## src/rtl/key_expansion_192_pkg.sv

```systemverilog
// ---------------------------------------------------------------------------
// aes192_pkg
// Shared definitions for the AES-192 key schedule:
//   - schedule dimensions (NK, NR, NUM_WORDS, NUM_RK)
//   - 32-bit word type and the controller state encoding
//   - Rcon table and the byte S-box (sbox function)
// ---------------------------------------------------------------------------
package aes192_pkg;

    localparam int NK        = 6;
    localparam int NR        = 12;
    localparam int NUM_WORDS = 52;
    localparam int NUM_RK    = 13;

    typedef logic [31:0] word_t;

    typedef enum logic [1:0] {
        IDLE = 2'd0,
        LOAD = 2'd1,
        GEN  = 2'd2
    } state_e;

    // Rcon[1..8]; entry 0 here is Rcon[1].
    localparam logic [7:0] RCON [8] = '{
        8'h01, 8'h02, 8'h04, 8'h08, 8'h10, 8'h20, 8'h40, 8'h80
    };

    // Forward S-box, entry 0 in the most significant byte.
    localparam logic [2047:0] SBOX_TABLE = {
        128'h637c777bf26b6fc53001672bfed7ab76,
        128'hca82c97dfa5947f0add4a2af9ca472c0,
        128'hb7fd9326363ff7cc34a5e5f171d83115,
        128'h04c723c31896059a071280e2eb27b275,
        128'h09832c1a1b6e5aa0523bd6b329e32f84,
        128'h53d100ed20fcb15b6acbbe394a4c58cf,
        128'hd0efaafb434d338545f9027f503c9fa8,
        128'h51a3408f929d38f5bcb6da2110fff3d2,
        128'hcd0c13ec5f974417c4a77e3d645d1973,
        128'h60814fdc222a908846eeb814de5e0bdb,
        128'he0323a0a4906245cc2d3ac629195e479,
        128'he7c8376d8dd54ea96c56f4ea657aae08,
        128'hba78252e1ca6b4c6e8dd741f4bbd8b8a,
        128'h703eb5664803f60e613557b986c11d9e,
        128'he1f8981169d98e949b1e87e9ce5528df,
        128'h8ca1890dbfe6426841992d0fb054bb16
    };

    function automatic logic [7:0] sbox(input logic [7:0] b);
        return SBOX_TABLE[(255 - int'(b)) * 8 +: 8];
    endfunction

endpackage

```

## src/rtl/key_expansion_192_if.sv

```systemverilog
// ---------------------------------------------------------------------------
// key_expansion_192_if
// Request/round-key bus of the AES-192 key schedule.
//   START       request, single cycle
//   CIPHER_KEY  [0:191] key, bit 0 is the MSB, word j at bits [32j:32j+31]
//   BUSY        expansion in progress
//   RK_VALID    one-cycle round-key strobe
//   RK_INDEX    [0:3] round key number 0..12
//   ROUND_KEY   [0:127] w[4k]..w[4k+3], w[4k] in bits [0:31]
//   DONE        one-cycle pulse with the last round key
// master: the requester (drives START/CIPHER_KEY); slave: the key schedule.
// ---------------------------------------------------------------------------
interface key_expansion_192_if;

    logic         START;
    logic [0:191] CIPHER_KEY;
    logic         BUSY;
    logic         RK_VALID;
    logic [0:3]   RK_INDEX;
    logic [0:127] ROUND_KEY;
    logic         DONE;

    modport master (
        output START, CIPHER_KEY,
        input  BUSY, RK_VALID, RK_INDEX, ROUND_KEY, DONE
    );

    modport slave (
        input  START, CIPHER_KEY,
        output BUSY, RK_VALID, RK_INDEX, ROUND_KEY, DONE
    );

endinterface

```

## src/rtl/sub_word_32.sv

```systemverilog
// ---------------------------------------------------------------------------
// sub_word_32
// Combinational SubWord: the byte S-box applied to each of four bytes.
//   word_in   32-bit word (already rotated by the caller)
//   word_out  S-box substituted word
// ---------------------------------------------------------------------------
module sub_word_32
    import aes192_pkg::*;
(
    input  word_t word_in,
    output word_t word_out
);

    for (genvar b = 0; b < 4; b++) begin : g_byte
        assign word_out[8*b +: 8] = sbox(word_in[8*b +: 8]);
    end

endmodule

```

## src/rtl/key_expansion_192.sv

```systemverilog
// ---------------------------------------------------------------------------
// key_expansion_192
// Iterative AES-192 key schedule. On an accepted START the 192-bit key is
// loaded, RK0 is emitted in the following cycle, and then one word w[i]
// (i = 6..51) is generated per cycle. Every fourth word completes a round
// key, which is emitted as a one-cycle RK_VALID pulse with its index.
// DONE coincides with RK12. No backpressure.
//   CLK  clock, rising edge
//   RST  synchronous active-high reset
//   kif  key_expansion_192_if.slave (START/CIPHER_KEY in, round keys out)
// ---------------------------------------------------------------------------
module key_expansion_192 #(
    parameter int NK = 6,
    parameter int NR = 12
) (
    input  logic                  CLK,
    input  logic                  RST,
    key_expansion_192_if.slave    kif
);

    import aes192_pkg::*;

    localparam logic [5:0] LAST_WORD  = 6'(4 * NR + 3);
    localparam logic [2:0] PHASE_LAST = 3'(NK - 1);

    state_e state, state_nxt;
    logic   load_en;
    logic   step_en;
    logic   finish_en;

    // win[0] = w[i-6] ... win[5] = w[i-1]
    word_t win [6];
    // first three words of the round key being assembled; the fourth
    // word goes straight from the recurrence into ROUND_KEY
    word_t asm_w [3];

    logic [5:0] word_idx;
    logic [2:0] phase;      // word_idx mod 6
    logic [2:0] rcon_idx;   // 0 selects Rcon[1]

    logic         busy_r;
    logic         rk_valid_r;
    logic         done_r;
    logic [3:0]   rk_index_r;
    logic [127:0] round_key_r;

    word_t rot_word;
    word_t sub_word;
    word_t temp_word;
    word_t w_new;

    assign rot_word = {win[5][23:0], win[5][31:24]};

    sub_word_32 u_sub_word (
        .word_in  (rot_word),
        .word_out (sub_word)
    );

    assign temp_word = (phase == 3'd0) ? (sub_word ^ {RCON[rcon_idx], 24'h0})
                                       : win[5];
    assign w_new     = win[0] ^ temp_word;

    always_ff @(posedge CLK) begin
        if (RST) begin
            state <= IDLE;
        end else begin
            state <= state_nxt;
        end
    end

    always_comb begin
        state_nxt = state;
        load_en   = 1'b0;
        step_en   = 1'b0;
        finish_en = 1'b0;
        case (state)
            IDLE: begin
                if (kif.START) begin
                    load_en   = 1'b1;
                    state_nxt = LOAD;
                end
            end
            LOAD: begin
                step_en   = 1'b1;
                state_nxt = GEN;
            end
            GEN: begin
                // the DONE cycle generates nothing; it only closes the run
                if (done_r) begin
                    finish_en = 1'b1;
                    state_nxt = IDLE;
                end else begin
                    step_en = 1'b1;
                end
            end
            default: state_nxt = IDLE;
        endcase
    end

    always_ff @(posedge CLK) begin
        if (RST) begin
            for (int j = 0; j < 6; j++) win[j] <= '0;
            for (int j = 0; j < 3; j++) asm_w[j] <= '0;
            word_idx    <= '0;
            phase       <= '0;
            rcon_idx    <= '0;
            busy_r      <= 1'b0;
            rk_valid_r  <= 1'b0;
            done_r      <= 1'b0;
            rk_index_r  <= '0;
            round_key_r <= '0;
        end else begin
            rk_valid_r <= 1'b0;
            done_r     <= 1'b0;
            if (load_en) begin
                for (int j = 0; j < 6; j++) win[j] <= kif.CIPHER_KEY[32*j +: 32];
                // RK1 begins with key words 4 and 5
                asm_w[0]    <= kif.CIPHER_KEY[128 +: 32];
                asm_w[1]    <= kif.CIPHER_KEY[160 +: 32];
                asm_w[2]    <= '0;
                word_idx    <= 6'd6;
                phase       <= 3'd0;
                rcon_idx    <= 3'd0;
                busy_r      <= 1'b1;
                rk_valid_r  <= 1'b1;
                rk_index_r  <= 4'd0;
                round_key_r <= kif.CIPHER_KEY[0:127];
            end else if (step_en) begin
                for (int j = 0; j < 5; j++) win[j] <= win[j+1];
                win[5] <= w_new;
                case (word_idx[1:0])
                    2'd0: asm_w[0] <= w_new;
                    2'd1: asm_w[1] <= w_new;
                    2'd2: asm_w[2] <= w_new;
                    default: begin
                        round_key_r <= {asm_w[0], asm_w[1], asm_w[2], w_new};
                        rk_valid_r  <= 1'b1;
                        rk_index_r  <= word_idx[5:2];
                    end
                endcase
                word_idx <= word_idx + 6'd1;
                phase    <= (phase == PHASE_LAST) ? 3'd0 : phase + 3'd1;
                if (phase == 3'd0 && rcon_idx != 3'd7) begin
                    rcon_idx <= rcon_idx + 3'd1;
                end
                if (word_idx == LAST_WORD) begin
                    done_r <= 1'b1;
                end
            end
            if (finish_en) begin
                busy_r <= 1'b0;
            end
        end
    end

    assign kif.BUSY      = busy_r;
    assign kif.RK_VALID  = rk_valid_r;
    assign kif.RK_INDEX  = rk_index_r;
    assign kif.ROUND_KEY = round_key_r;
    assign kif.DONE      = done_r;

endmodule

```

## src/flat_wrapper.sv

```systemverilog
// flat-port wrapper written by rule: the top's interface ports become plain ports
module key_expansion_192_flat import aes192_pkg::*;
#(
    parameter int NK = 6,
    parameter int NR = 12
)
  (CLK, RST, kif_START, kif_CIPHER_KEY, kif_BUSY, kif_RK_VALID, kif_RK_INDEX, kif_ROUND_KEY, kif_DONE);
  key_expansion_192_if kif_i ();
  input  logic CLK;
  input  logic RST;
  input wire logic [$bits(kif_i.START)-1:0] kif_START;
  input wire logic [$bits(kif_i.CIPHER_KEY)-1:0] kif_CIPHER_KEY;
  output wire logic [$bits(kif_i.BUSY)-1:0] kif_BUSY;
  output wire logic [$bits(kif_i.RK_VALID)-1:0] kif_RK_VALID;
  output wire logic [$bits(kif_i.RK_INDEX)-1:0] kif_RK_INDEX;
  output wire logic [$bits(kif_i.ROUND_KEY)-1:0] kif_ROUND_KEY;
  output wire logic [$bits(kif_i.DONE)-1:0] kif_DONE;
  assign kif_i.START = kif_START;
  assign kif_i.CIPHER_KEY = kif_CIPHER_KEY;
  assign kif_BUSY = kif_i.BUSY;
  assign kif_RK_VALID = kif_i.RK_VALID;
  assign kif_RK_INDEX = kif_i.RK_INDEX;
  assign kif_ROUND_KEY = kif_i.ROUND_KEY;
  assign kif_DONE = kif_i.DONE;
  key_expansion_192 #(.NK(NK), .NR(NR)) u_core (.CLK(CLK), .RST(RST), .kif(kif_i));
endmodule
```

## config.mk

```make
export PLATFORM = sky130hd
export DESIGN_NAME = key_expansion_192_flat
export DESIGN_NICKNAME = d
export VERILOG_FILES = /design/src/rtl/key_expansion_192_pkg.sv /design/src/rtl/key_expansion_192_if.sv /design/src/rtl/sub_word_32.sv /design/src/rtl/key_expansion_192.sv /design/src/flat_wrapper.sv
export SDC_FILE = /design/constraint.sdc
export NUM_CORES = 2
export LEC_CHECK = 0
export ABC_AREA = 1
export CAP_MARGIN = 30
export CORE_MARGIN = 2
export CORE_UTILIZATION = 43
export DETAILED_ROUTE_END_ITERATION = 7
export PLACE_DENSITY = 0.76
export SLEW_MARGIN = 20
export SYNTH_ARGS = -nofsm -noshare
export SYNTH_HDL_FRONTEND = slang
export SYNTH_SLANG_ARGS = --single-unit
export TNS_END_PERCENT = 1
```

## constraint.sdc

```tcl
create_clock -name CLK -period 7.6 [get_ports CLK]
set_input_delay 0.76 -clock CLK [delete_from_list [all_inputs] [get_ports CLK]]
set_output_delay 0.76 -clock CLK [all_outputs]
set_load 0.03 [all_outputs]
```

==> qor.csv <==
metric,value,unit
hold_end,u_core.kif.DONE$_SDFF_PP0_,
crit_chain,inv_1 > ha_1 > nand2_1 > inv_1 > nor2_1 > nand2_1 > nand3_1 > nand3_1 > nand3_1 > nand3_1 > nand3_1 > nand3_1 > nand3_1 > o21ai_0,
drc,0,
clock_sinks,437,
syn_avg_cell_area,7.05,µm²
yosysWarnings,0,
instances_no_fill,5284,
synth-edff-count,288,
fin_total_pwr,18.4,mW
cp_num_buf_inv,2,
critPathMaxStageDelay,0.86,ns
clockBufferDepth,3,
drtPass1Iterations,8,
cts-resized-gates,0,
cp_top_family,simple AND/OR/NAND/NOR gates,
ir_drop,0.260,mV
async_flop_share,0,
hpwl,103,mm
synth.distinct_cells,39,
wire_per_inst,27.5,µm
cpMostUsedCell,nand3_1,
outcome,completed,
nFillCells,6673,
cap_viol_max_count,0,
htree_levels,2,
p_leak,15.2,nW
routed_wl,145,mm
grtUsageTotal,0.396,
path_class,flip-flop to flip-flop,
grt_pass1_wl,210,mm
syn-cell-area,29700,µm²
fin_crit,4.44,ns
postCtsHoldBufs,0,
ios,330,
rrSetupSlack,3.16,ns
num_vias,34000,
arrival,4.76,ns
holdWs,0.461,ns
nets,4633,
multi_input_area,15200,µm²
antenna_left,0,
reg2reg_depth,14,
grt_pass1_vias,31300,
fp.coreArea,68500,µm²
crit_slowest_cell,edfxtp_1,
drtIter0Drc,6279,
critPathLaunchType,flip-flop,
routed_via_density,6.43,
die_h,267,µm
drive_above_1_share,0.0421,
r2r_end,u_core.asm_w[0][42]$_DFFE_PP_,
cts_buffers,44,
powerDensity,526,nW/µm²
utilization,0.511,
synthToLayoutAreaGrowth,17.9,%
end_kind,flip-flop,
antenna_found_initial,3,
hold_viol_final,0,
min_from,u_core.word_idx[3]$_SDFFE_PP0P_,
syn_nets,4479,
initial_core_util,0.433,
gp_congestion,1.03,
path_clk_slew,0.06,ns
crit_fanout,12,
synth-main-ff-cell,edfxtp_1,
io_buffers,329,
setup_viol,0,
cts_tree,yes,
grt_setup_unrepaired,no,
cts_setup_buffers,0,
dp.cells,5197,
cts-root-buf,clkbuf_16,
synthCells,4209,
worstMarginPinSlew,1.01,ns
seqCellArea,11600,µm²
slew_viol_final,0,
timing.final.crit_share,0.584,
relSlewSlack,0.325,
fin_skew,0.0293,ns
max_freq,225,MHz
dieWidth,267,µm
setup_tns,0,ns
grt_max_degree,129,
ys_seq_area_frac,0.392,
holdCritPathClass,flip-flop to flip-flop,
timing.rr.start,u_core.win[0][160]$_DFFE_PP_,
row_count,96,
required,7.92,ns
synth_seq_cells,437,
insertion_delay,0.61,ns
whs_path_depth,1,
die_area,71100,µm²
grt-ovfl-total,0,
## report_power, final
group	internal (mW)	total, mW	leakage, nW	switching, mW
Sequential	3.59	4.26	4.34	0.668
Combinational	3.06	11.8	10.1	8.75
Clock	1.31	2.33	0.750	1.02
## sequential cells by signal, summed over array words and instances (netlist names)
signal	flops
u_core.kif.BUSY	1
u_core.rcon_idx	3
u_core.kif.RK_VALID	1
u_core.phase	3
u_core.kif.ROUND_KEY	128
u_core.word_idx	6
u_core.state	2
u_core.kif.RK_INDEX	4
u_core.win	192
u_core.asm_w	96
u_core.kif.DONE	1
## synth_stat cells (all sizes together) (21+ instances only)
cell type  number  area share
nand2        1079        0.14
dfxtp         149        0.10
buf           129       0.022
a22oi          79       0.020
o21ai         390       0.066
clkbuf        152       0.019
edfxtp        288        0.29
nor2          203       0.027
a31oi          30      0.0063
ha             75       0.032
o211ai         97       0.025
a21oi         126       0.021
inv           436       0.055
o22ai         145       0.031
nand3         730        0.12
nor3           21      0.0035
## cells by family after synthesis
family	after synthesis	share of synthesized area
AO/OA/AOI/OAI	902	0.179
XOR/XNOR	1	0.000295
adder cells (fa/ha/maj)	75	0.0316
buffers and inverters	723	0.0977
flip-flops	437	0.392
AND/OR/NAND/NOR	2071	0.300
## cells in the final DEF, fill, tap and decap left out, drive strengths merged
cell type and n:
o221ai 9, a31oi 30, a21oi 126, o22ai 145, a22o 12, nor3 21, ha 75, xnor2 1
nor2 203, and3 1, o21a 2, o21ai 390, clkbuf 64, inv 441, o221a 1, diode 3
clkinv 15, nand2 1079, a22oi 79, nor3b 1, bufinv 3, nand4 17, nand3b 17, o31ai 7
clkinvlp 1, clkdlybuf4s50 328, dfxtp 149, nand3 730, o2111ai 2, or2 2, buf 61, o311ai 2
edfxtp 288, o211ai 97
## layer usage
metal | up-vias | share of wire | global-route usage
met1 | 15900 | 0.38 | 0.536
met4 | 2 | 0.066 | 0.223
met3 | 455 | 0.13 | 0.0725
li1 | 14800 | - | -
met5 | - | 0.000076 | 0
met2 | 2819 | 0.43 | 0.595
## layout make-up
class | count | share of cell area
clock buffer | 64 | 0.0371
inverter | 442 | 0.0477
clock inverter | 18 | 0.00665
antenna | 3 | 0.000215
multi-input combinational | 3049 | 0.435
timing repair buffer | 389 | 0.109
tap | 882 | 0.0316
sequential | 437 | 0.333
## metrics by stage
| step | area, µm² | worst slack, ns |
|---|---|---|
| 2_1_floorplan | 29700 | 2.41 |
| 5_1_grt | 35000 | 3.04 |
| 4_1_cts | 34900 | 3.33 |
| 3_3_place_gp | 33400 | 2.79 |
| 6_report | 35000 | 3.16 |
| 3_5_place_dp | 33400 | 2.77 |
## worst max-delay path by stage
stage / startpoint / end / slack, ns / cells after the start
after global routing: u_core.win[0][160]$_DFFE_PP_ / u_core.asm_w[0][42]$_DFFE_PP_ / 3.04 / 14
after floorplan: kif_START / u_core.win[0][0]$_SDFFCE_PN0P_ / 2.41 / 4
final: u_core.win[0][160]$_DFFE_PP_ / u_core.asm_w[0][42]$_DFFE_PP_ / 3.16 / 14
after detailed placement: kif_START / u_core.win[0][178]$_DFFE_PP_ / 2.77 / 10
after CTS: u_core.state[0]$_SDFFE_PP0P_ / u_core.win[0][178]$_DFFE_PP_ / 3.33 / 11
after global placement: kif_START / u_core.asm_w[0][11]$_DFFE_PP_ / 2.79 / 11
(Power assumes the default switching activity.)
